File: config.mk
export PLATFORM = sky130hd
export DESIGN_NAME = pipe_hazard_ctrl_flat
export DESIGN_NICKNAME = d
export VERILOG_FILES = /design/src/rtl/pipe_hazard_ctrl_pkg.sv /design/src/rtl/pipe_hazard_ctrl_if.sv /design/src/rtl/pipe_hazard_ctrl_sat_counter.sv /design/src/rtl/pipe_hazard_ctrl.sv /design/src/flat_wrapper.sv
export SDC_FILE = /design/constraint.sdc
export NUM_CORES = 1
export LEC_CHECK = 0
export CORE_MARGIN = 10
export CORE_UTILIZATION = 45
export CTS_CLUSTER_DIAMETER = 150
export CTS_CLUSTER_SIZE = 20
export DETAILED_ROUTE_END_ITERATION = 16
export PLACE_DENSITY_LB_ADDON = 0.12
export SLEW_MARGIN = 20
export SYNTH_ARGS = -nofsm -noshare
export SYNTH_HDL_FRONTEND = slang
export SYNTH_SLANG_ARGS = --single-unit
File: constraint.sdc
create_clock -name clk -period 2.05 [get_ports clk]
set_input_delay 0.5125 -clock clk [delete_from_list [all_inputs] [get_ports clk]]
set_output_delay 0.5125 -clock clk [all_outputs]
set_load 0.1 [all_outputs]
File: src/rtl/pipe_hazard_ctrl_pkg.sv
// Shared pipeline definitions for the hazard controller: FSM state, bubble-latency
// limits and the bundled control-output type.
package pipe_hazard_ctrl_pkg;

  localparam int LOAD_LAT_MIN = 1;
  localparam int LOAD_LAT_MAX = 3;
  localparam int LU_CNT_W     = 2;

  typedef enum logic {
    RUN     = 1'b0,
    LU_HOLD = 1'b1
  } lu_state_e;

  typedef struct packed {
    logic pc_en;
    logic stall_D;
    logic flush_D;
    logic stall_E;
    logic flush_E;
  } ctrl_t;

  localparam ctrl_t CTRL_NORMAL = '{pc_en: 1'b1, stall_D: 1'b0, flush_D: 1'b0, stall_E: 1'b0, flush_E: 1'b0};
  localparam ctrl_t CTRL_RESET  = '{pc_en: 1'b0, stall_D: 1'b0, flush_D: 1'b1, stall_E: 1'b0, flush_E: 1'b1};
  localparam ctrl_t CTRL_FREEZE = '{pc_en: 1'b0, stall_D: 1'b1, flush_D: 1'b0, stall_E: 1'b1, flush_E: 1'b0};
  localparam ctrl_t CTRL_BRANCH = '{pc_en: 1'b1, stall_D: 1'b0, flush_D: 1'b1, stall_E: 1'b0, flush_E: 1'b1};
  localparam ctrl_t CTRL_LOADUSE = '{pc_en: 1'b0, stall_D: 1'b1, flush_D: 1'b0, stall_E: 1'b0, flush_E: 1'b1};
  localparam ctrl_t CTRL_NOFETCH = '{pc_en: 1'b0, stall_D: 1'b0, flush_D: 1'b1, stall_E: 1'b0, flush_E: 1'b0};

  // Out-of-range latencies are pulled into the legal window rather than
  // letting the 2-bit hold counter wrap.
  function automatic int clamp_load_lat(input int lat);
    if (lat < LOAD_LAT_MIN) return LOAD_LAT_MIN;
    if (lat > LOAD_LAT_MAX) return LOAD_LAT_MAX;
    return lat;
  endfunction

endpackage

File: src/rtl/pipe_hazard_ctrl_if.sv
// Pipeline-side bundle of the hazard controller: stage inputs in, stall/flush
// controls and performance counters out. All signals are level, per-cycle.
interface pipe_hazard_ctrl_if #(
  parameter int CNT_W = 32
);
  logic [4:0]       rs1_D;
  logic [4:0]       rs2_D;
  logic             rs1_used_D;
  logic             rs2_used_D;
  logic [4:0]       rd_E;
  logic             memread_E;
  logic             branch_taken_E;
  logic             imem_valid;
  logic             dmem_req_M;
  logic             dmem_ready;
  logic             cnt_clr;

  logic             pc_en;
  logic             stall_D;
  logic             flush_D;
  logic             stall_E;
  logic             flush_E;
  logic [CNT_W-1:0] stall_cnt;
  logic [CNT_W-1:0] redirect_cnt;

  // The pipeline datapath drives stage status and consumes the controls.
  modport master (
    output rs1_D, rs2_D, rs1_used_D, rs2_used_D, rd_E, memread_E,
           branch_taken_E, imem_valid, dmem_req_M, dmem_ready, cnt_clr,
    input  pc_en, stall_D, flush_D, stall_E, flush_E, stall_cnt, redirect_cnt
  );

  modport slave (
    input  rs1_D, rs2_D, rs1_used_D, rs2_used_D, rd_E, memread_E,
           branch_taken_E, imem_valid, dmem_req_M, dmem_ready, cnt_clr,
    output pc_en, stall_D, flush_D, stall_E, flush_E, stall_cnt, redirect_cnt
  );
endinterface

File: src/rtl/pipe_hazard_ctrl_sat_counter.sv
// Saturating event counter with synchronous clear; clear beats a same-cycle increment.
module sat_counter #(
  parameter int W = 32
) (
  input  logic         clk,
  input  logic         rst_n,
  input  logic         clr_i,
  input  logic         inc_i,
  output logic [W-1:0] cnt_o
);

  logic [W-1:0] cnt_q;
  logic [W-1:0] cnt_d;

  always_comb begin
    cnt_d = cnt_q;
    if (clr_i) begin
      cnt_d = '0;
    end else if (inc_i && (cnt_q != {W{1'b1}})) begin
      cnt_d = cnt_q + W'(1);
    end
  end

  always_ff @(posedge clk or negedge rst_n) begin
    if (!rst_n) begin
      cnt_q <= '0;
    end else begin
      cnt_q <= cnt_d;
    end
  end

  assign cnt_o = cnt_q;

endmodule

File: src/rtl/pipe_hazard_ctrl.sv
// Hazard controller for a 5-stage pipeline: resolves memory freeze, branch
// redirect, load-use bubbles and fetch misses into PC/IF-ID/ID-EX controls.
module pipe_hazard_ctrl
  import pipe_hazard_ctrl_pkg::*;
#(
  parameter int LOAD_LAT = 1,
  parameter int CNT_W    = 32
) (
  input  logic                clk,
  input  logic                rst_n,
  pipe_hazard_ctrl_if.slave   hz,
  output lu_state_e           dbg_state_o,
  output logic [LU_CNT_W-1:0] dbg_lu_cnt_o
);

  localparam int                LAT_C   = clamp_load_lat(LOAD_LAT);
  localparam logic [LU_CNT_W-1:0] LU_INIT = (LAT_C > 1) ? LU_CNT_W'(LAT_C - 2) : '0;

  lu_state_e           state_q, state_d;
  logic [LU_CNT_W-1:0] lu_cnt_q, lu_cnt_d;
  ctrl_t               ctrl;
  logic                lu_hit;
  logic                freeze;
  logic                redirect;

  assign lu_hit = hz.memread_E && (hz.rd_E != 5'd0) &&
                  ((hz.rs1_used_D && (hz.rs1_D == hz.rd_E)) ||
                   (hz.rs2_used_D && (hz.rs2_D == hz.rd_E)));
  assign freeze = hz.dmem_req_M && !hz.dmem_ready;

  // Priority chain: freeze > branch > load-use (new or held) > fetch miss > normal.
  // Reset is folded in so the outputs are defined while rst_n is low.
  always_comb begin
    ctrl     = CTRL_NORMAL;
    state_d  = state_q;
    lu_cnt_d = lu_cnt_q;
    redirect = 1'b0;
    if (!rst_n) begin
      ctrl     = CTRL_RESET;
      state_d  = RUN;
      lu_cnt_d = '0;
    end else if (freeze) begin
      ctrl = CTRL_FREEZE;
    end else if (hz.branch_taken_E) begin
      ctrl     = CTRL_BRANCH;
      state_d  = RUN;
      lu_cnt_d = '0;
      redirect = 1'b1;
    end else if (state_q == LU_HOLD) begin
      ctrl = CTRL_LOADUSE;
      if (lu_cnt_q == '0) begin
        state_d = RUN;
      end else begin
        lu_cnt_d = lu_cnt_q - LU_CNT_W'(1);
      end
    end else if (lu_hit) begin
      ctrl = CTRL_LOADUSE;
      if (LAT_C > 1) begin
        state_d  = LU_HOLD;
        lu_cnt_d = LU_INIT;
      end
    end else if (!hz.imem_valid) begin
      ctrl = CTRL_NOFETCH;
    end
  end

  always_ff @(posedge clk or negedge rst_n) begin
    if (!rst_n) begin
      state_q  <= RUN;
      lu_cnt_q <= '0;
    end else begin
      state_q  <= state_d;
      lu_cnt_q <= lu_cnt_d;
    end
  end

  assign hz.pc_en   = ctrl.pc_en;
  assign hz.stall_D = ctrl.stall_D;
  assign hz.flush_D = ctrl.flush_D;
  assign hz.stall_E = ctrl.stall_E;
  assign hz.flush_E = ctrl.flush_E;

  assign dbg_state_o  = state_q;
  assign dbg_lu_cnt_o = lu_cnt_q;

  sat_counter #(.W(CNT_W)) u_stall_cnt (
    .clk   (clk),
    .rst_n (rst_n),
    .clr_i (hz.cnt_clr),
    .inc_i (!ctrl.pc_en),
    .cnt_o (hz.stall_cnt)
  );

  sat_counter #(.W(CNT_W)) u_redirect_cnt (
    .clk   (clk),
    .rst_n (rst_n),
    .clr_i (hz.cnt_clr),
    .inc_i (redirect),
    .cnt_o (hz.redirect_cnt)
  );

endmodule

File: src/flat_wrapper.sv
// flat-port wrapper written by rule: the top's interface ports become plain ports
module pipe_hazard_ctrl_flat import pipe_hazard_ctrl_pkg::*;
#(
  parameter int LOAD_LAT = 1,
  parameter int CNT_W    = 32
)
  (clk, rst_n, dbg_state_o, dbg_lu_cnt_o, hz_rs1_D, hz_rs2_D, hz_rs1_used_D, hz_rs2_used_D, hz_rd_E, hz_memread_E, hz_branch_taken_E, hz_imem_valid, hz_dmem_req_M, hz_dmem_ready, hz_cnt_clr, hz_pc_en, hz_stall_D, hz_flush_D, hz_stall_E, hz_flush_E, hz_stall_cnt, hz_redirect_cnt);
  pipe_hazard_ctrl_if #(.CNT_W(CNT_W)) hz_i ();
  input  logic clk;
  input  logic rst_n;
  output lu_state_e dbg_state_o;
  output logic [LU_CNT_W-1:0] dbg_lu_cnt_o;
  input wire logic [$bits(hz_i.rs1_D)-1:0] hz_rs1_D;
  input wire logic [$bits(hz_i.rs2_D)-1:0] hz_rs2_D;
  input wire logic [$bits(hz_i.rs1_used_D)-1:0] hz_rs1_used_D;
  input wire logic [$bits(hz_i.rs2_used_D)-1:0] hz_rs2_used_D;
  input wire logic [$bits(hz_i.rd_E)-1:0] hz_rd_E;
  input wire logic [$bits(hz_i.memread_E)-1:0] hz_memread_E;
  input wire logic [$bits(hz_i.branch_taken_E)-1:0] hz_branch_taken_E;
  input wire logic [$bits(hz_i.imem_valid)-1:0] hz_imem_valid;
  input wire logic [$bits(hz_i.dmem_req_M)-1:0] hz_dmem_req_M;
  input wire logic [$bits(hz_i.dmem_ready)-1:0] hz_dmem_ready;
  input wire logic [$bits(hz_i.cnt_clr)-1:0] hz_cnt_clr;
  output wire logic [$bits(hz_i.pc_en)-1:0] hz_pc_en;
  output wire logic [$bits(hz_i.stall_D)-1:0] hz_stall_D;
  output wire logic [$bits(hz_i.flush_D)-1:0] hz_flush_D;
  output wire logic [$bits(hz_i.stall_E)-1:0] hz_stall_E;
  output wire logic [$bits(hz_i.flush_E)-1:0] hz_flush_E;
  output wire logic [$bits(hz_i.stall_cnt)-1:0] hz_stall_cnt;
  output wire logic [$bits(hz_i.redirect_cnt)-1:0] hz_redirect_cnt;
  assign hz_i.rs1_D = hz_rs1_D;
  assign hz_i.rs2_D = hz_rs2_D;
  assign hz_i.rs1_used_D = hz_rs1_used_D;
  assign hz_i.rs2_used_D = hz_rs2_used_D;
  assign hz_i.rd_E = hz_rd_E;
  assign hz_i.memread_E = hz_memread_E;
  assign hz_i.branch_taken_E = hz_branch_taken_E;
  assign hz_i.imem_valid = hz_imem_valid;
  assign hz_i.dmem_req_M = hz_dmem_req_M;
  assign hz_i.dmem_ready = hz_dmem_ready;
  assign hz_i.cnt_clr = hz_cnt_clr;
  assign hz_pc_en = hz_i.pc_en;
  assign hz_stall_D = hz_i.stall_D;
  assign hz_flush_D = hz_i.flush_D;
  assign hz_stall_E = hz_i.stall_E;
  assign hz_flush_E = hz_i.flush_E;
  assign hz_stall_cnt = hz_i.stall_cnt;
  assign hz_redirect_cnt = hz_i.redirect_cnt;
  pipe_hazard_ctrl #(.LOAD_LAT(LOAD_LAT), .CNT_W(CNT_W)) u_core (.clk(clk), .rst_n(rst_n), .hz(hz_i), .dbg_state_o(dbg_state_o), .dbg_lu_cnt_o(dbg_lu_cnt_o));
endmodule
==> flow_summary.json <==
{
  "status": "finished, violations left",
  "violations": "setup timing",
  "gp_congestion": 0.872,
  "initial_utilization": 0.468,
  "syn_area_um2": 3880,
  "cts_made_buffers": 9,
  "syn_inst": 440,
  "drt_first_pass_iters": 5,
  "cts_buffer_depth": 2,
  "rows": 33,
  "grt_pass1_wl_um": 21300,
  "hold_path.class": "in2async",
  "critPathKind": "in2out",
  "worstMarginPinSlew_ns": 0.534,
  "slew_headroom": 0.644,
  "synth_cell_types": 43,
  "n_antenna_cell": 0,
  "p_total_uw": 3130,
  "ys_seq_elements": 67,
  "die-area_um2": 12700,
  "ys.flop_type": "dfrtp_1",
  "rsz0062_at_grt": "true",
  "drive_gt1_frac": 0.503,
  "synth_seq_area_share": 0.432,
  "peakVddDrop_v": 0.000360,
  "hold_viol": 0,
  "p_leak_uw": 0.00264,
  "max_cap_violations": 0,
  "gr-usage-all-layers": 0.199,
  "synth_edf_count": 0,
  "clock_latency_ns": 0.35,
  "drt_wl_total_um": 13500,
  "synth_area_per_cell_um2": 8.83,
  "cts.sink_count": 67,
  "fin_nets": 631,
  "cp-end-kind": "output port",
  "rrSetupSlack_ns": -0.16,
  "ys_warn_count": 0,
  "path_clk_slew_ns": 0.07,
  "power.density_nw_per_um2": 453,
  "r2r.worst_path.cells": 8,
  "die_width_um": 113,
  "pre_cts_ws_ns": -0.739,
  "path_max_fanout": 3,
  "startpoint_type": "input pin",
  "setup_violations": 32,
  "h-tree-depth": 3,
  "io_pins": 97,
  "fmax_mhz": 420,
  "vias": 4212,
  "grt_pass1_vias": 4219,
  "die_height_um": 113,
  "timing.final.ws_setup_ns": -0.331,
  "wl_per_cell_um": 18.9,
  "postSynth.asyncResetShare": 1.00,
  "finClkSkew_ns": 0.0125,
  "viasPerCell": 5.91,
  "core_area_um2": 8300,
  "cts_root_buf": "clkbuf_8",
  "grt_max_degree": 46,
  "r2r_end": "u_core.u_stall_cnt.cnt_o[3]",
  "worstReg2RegStart": "u_core.dbg_state_o",
  "final_util": 0.834,
  "cp.arrival_ns": 1.87,
  "critPathLaunch": "hz_rs1_D[3]",
  "area_delta_synth_final_pct": 78.2,
  "ant_nets": 0,
  "post-dp-hpwl_um": 9590,
  "remaining_drc_errors": 0,
  "whs_ns": 0.0159,
  "cts_tree": "done",
  "port_buffers": 96,
  "maxSlewViolCount": 0,
  "fin_crit_sh": 1.16,
  "critical_path_required_ns": 1.54,
  "grt_overflow": 0,
  "antenna_found_initial": 0,
  "fill_cells": 483,
  "min_period_ns": 2.38,
  "drt_iter0_drc": 285,
  "syn_nets": 468
}
-- layout make-up --
cell class,count,area [um2],share of cell area
Sequential cell,67,1870,0.270
Timing Repair Buffer,170,2240,0.323
Clock buffer,10,138,0.0199
Clock inverter,6,88.8,0.0128
Tap cell,105,131,0.0190
Inverter,13,48.8,0.00705
Multi-Input combinational cell,342,2410,0.348
-- state kept, by name, indices dropped and copies added (netlist names) --
name	flops
u_core.u_redirect_cnt.cnt_o	32
u_core.dbg_state_o	1
u_core.u_stall_cnt.cnt_o	32
u_core.dbg_lu_cnt_o	2
-- routing by layer --
metal | vias to the layer above | GRT usage | part of all wire
met1 | 2066 | 0.227 | 0.39
met5 | - | 0 | 0
li1 | 1938 | - | -
met4 | 0 | 0.0821 | 0.030
met2 | 173 | 0.339 | 0.51
met3 | 35 | 0.0602 | 0.073
-- cell families after synthesis --
| logic type | after synthesis | share of synthesized area |
|---|---|---|
| simple gates | 211 | 0.309 |
| flops | 67 | 0.432 |
| fa+ha+maj | 3 | 0.00966 |
| compound gates | 92 | 0.136 |
| buf+inv | 31 | 0.0328 |
| xor+xnor | 34 | 0.0766 |
| mux | 2 | 0.00515 |
-- cell usage after synthesis, types with 2 or more instances --
cell type,count,area share
and2_1,6,0.0097
nor3_1,12,0.015
xor2_1,12,0.027
o21ai_0,34,0.044
nor4_1,5,0.0081
nor4b_1,2,0.0045
xnor2_1,22,0.050
a21oi_1,39,0.050
and3_1,11,0.018
buf_2,3,0.0039
ha_1,3,0.0097
o31ai_1,5,0.0097
and4_1,4,0.0090
nand4b_1,2,0.0045
nor2_1,34,0.033
dfrtp_1,67,0.43
nand3_1,22,0.028
o211ai_1,2,0.0039
o22ai_1,3,0.0048
mux2i_1,2,0.0052
nand4_2,2,0.0064
nor4_2,2,0.0064
clkbuf_1,14,0.014
or4_1,6,0.012
or2_2,3,0.0048
or3_1,34,0.055
a31oi_1,3,0.0048
nand2_1,33,0.032
nor4_4,2,0.011
nand4_1,25,0.040
inv_1,13,0.013
nor2b_1,2,0.0032
-- critical path, stage by stage --
cell and delay [ns]:
buf_6 0.10, xnor2_2 0.19, nand4_1 0.19, o22ai_4 0.26, a31oi_4 0.16, a21oi_2 0.21, o21ai_4 0.07, buf_12 0.16
-- worst max path at each step --
stage                       to  slack (ns)  depth (start not counted)
finish              hz_flush_D       -0.33                          8
global route        hz_flush_D       -0.39                          8
CTS                   hz_pc_en       -0.24                          5
detailed placement  hz_flush_D       -0.74                          8
global placement    hz_flush_D       -0.67                          8
floorplan           hz_flush_E       -0.25                          5
-- power by group --
part           total, uW  switching [uW]  internal, uW
combinational        515             311           205
clock               1270             554           718
sequential          1350            12.8          1330
-- metrics by stage --
step	TNS, ns	instance area [um2]	cells
floorplan	-0.887	4260	440
global placement	-27.38	6390	677
detailed placement	-31.65	6390	677
CTS	-0.844	6690	695
global route	-5.63	6920	713
finish	-3.36	6920	713
-- cell usage in the layout (no fill, tap or decap), drive strengths merged, types with 3 or more instances in the layout --
cell	instances
buf	164
dfrtp	67
a21oi	39
o21ai	35
nor2	34
or3	34
nand2	33
nand4	27
nand3	23
xnor2	22
inv	13
xor2	12
nor3	12
and3	11
clkbuf	10
nor4	9
or4	6
dlygate4sd2	6
and2	6
o31ai	5
and4	4
a31oi	3
or2	3
o22ai	3
ha	3
-- what timing repair did --
item / 4_1_cts / 5_1_grt
pin swaps: 23 / 11
resized for setup: 101 / 21
cloned: 0 / 0
setup endpoints to repair: 46 / 50
hold endpoints to repair: 0 / 0
hold buffers: 0 / 0
buffers inserted: 2 / 18
(Power assumes the default switching activity.)
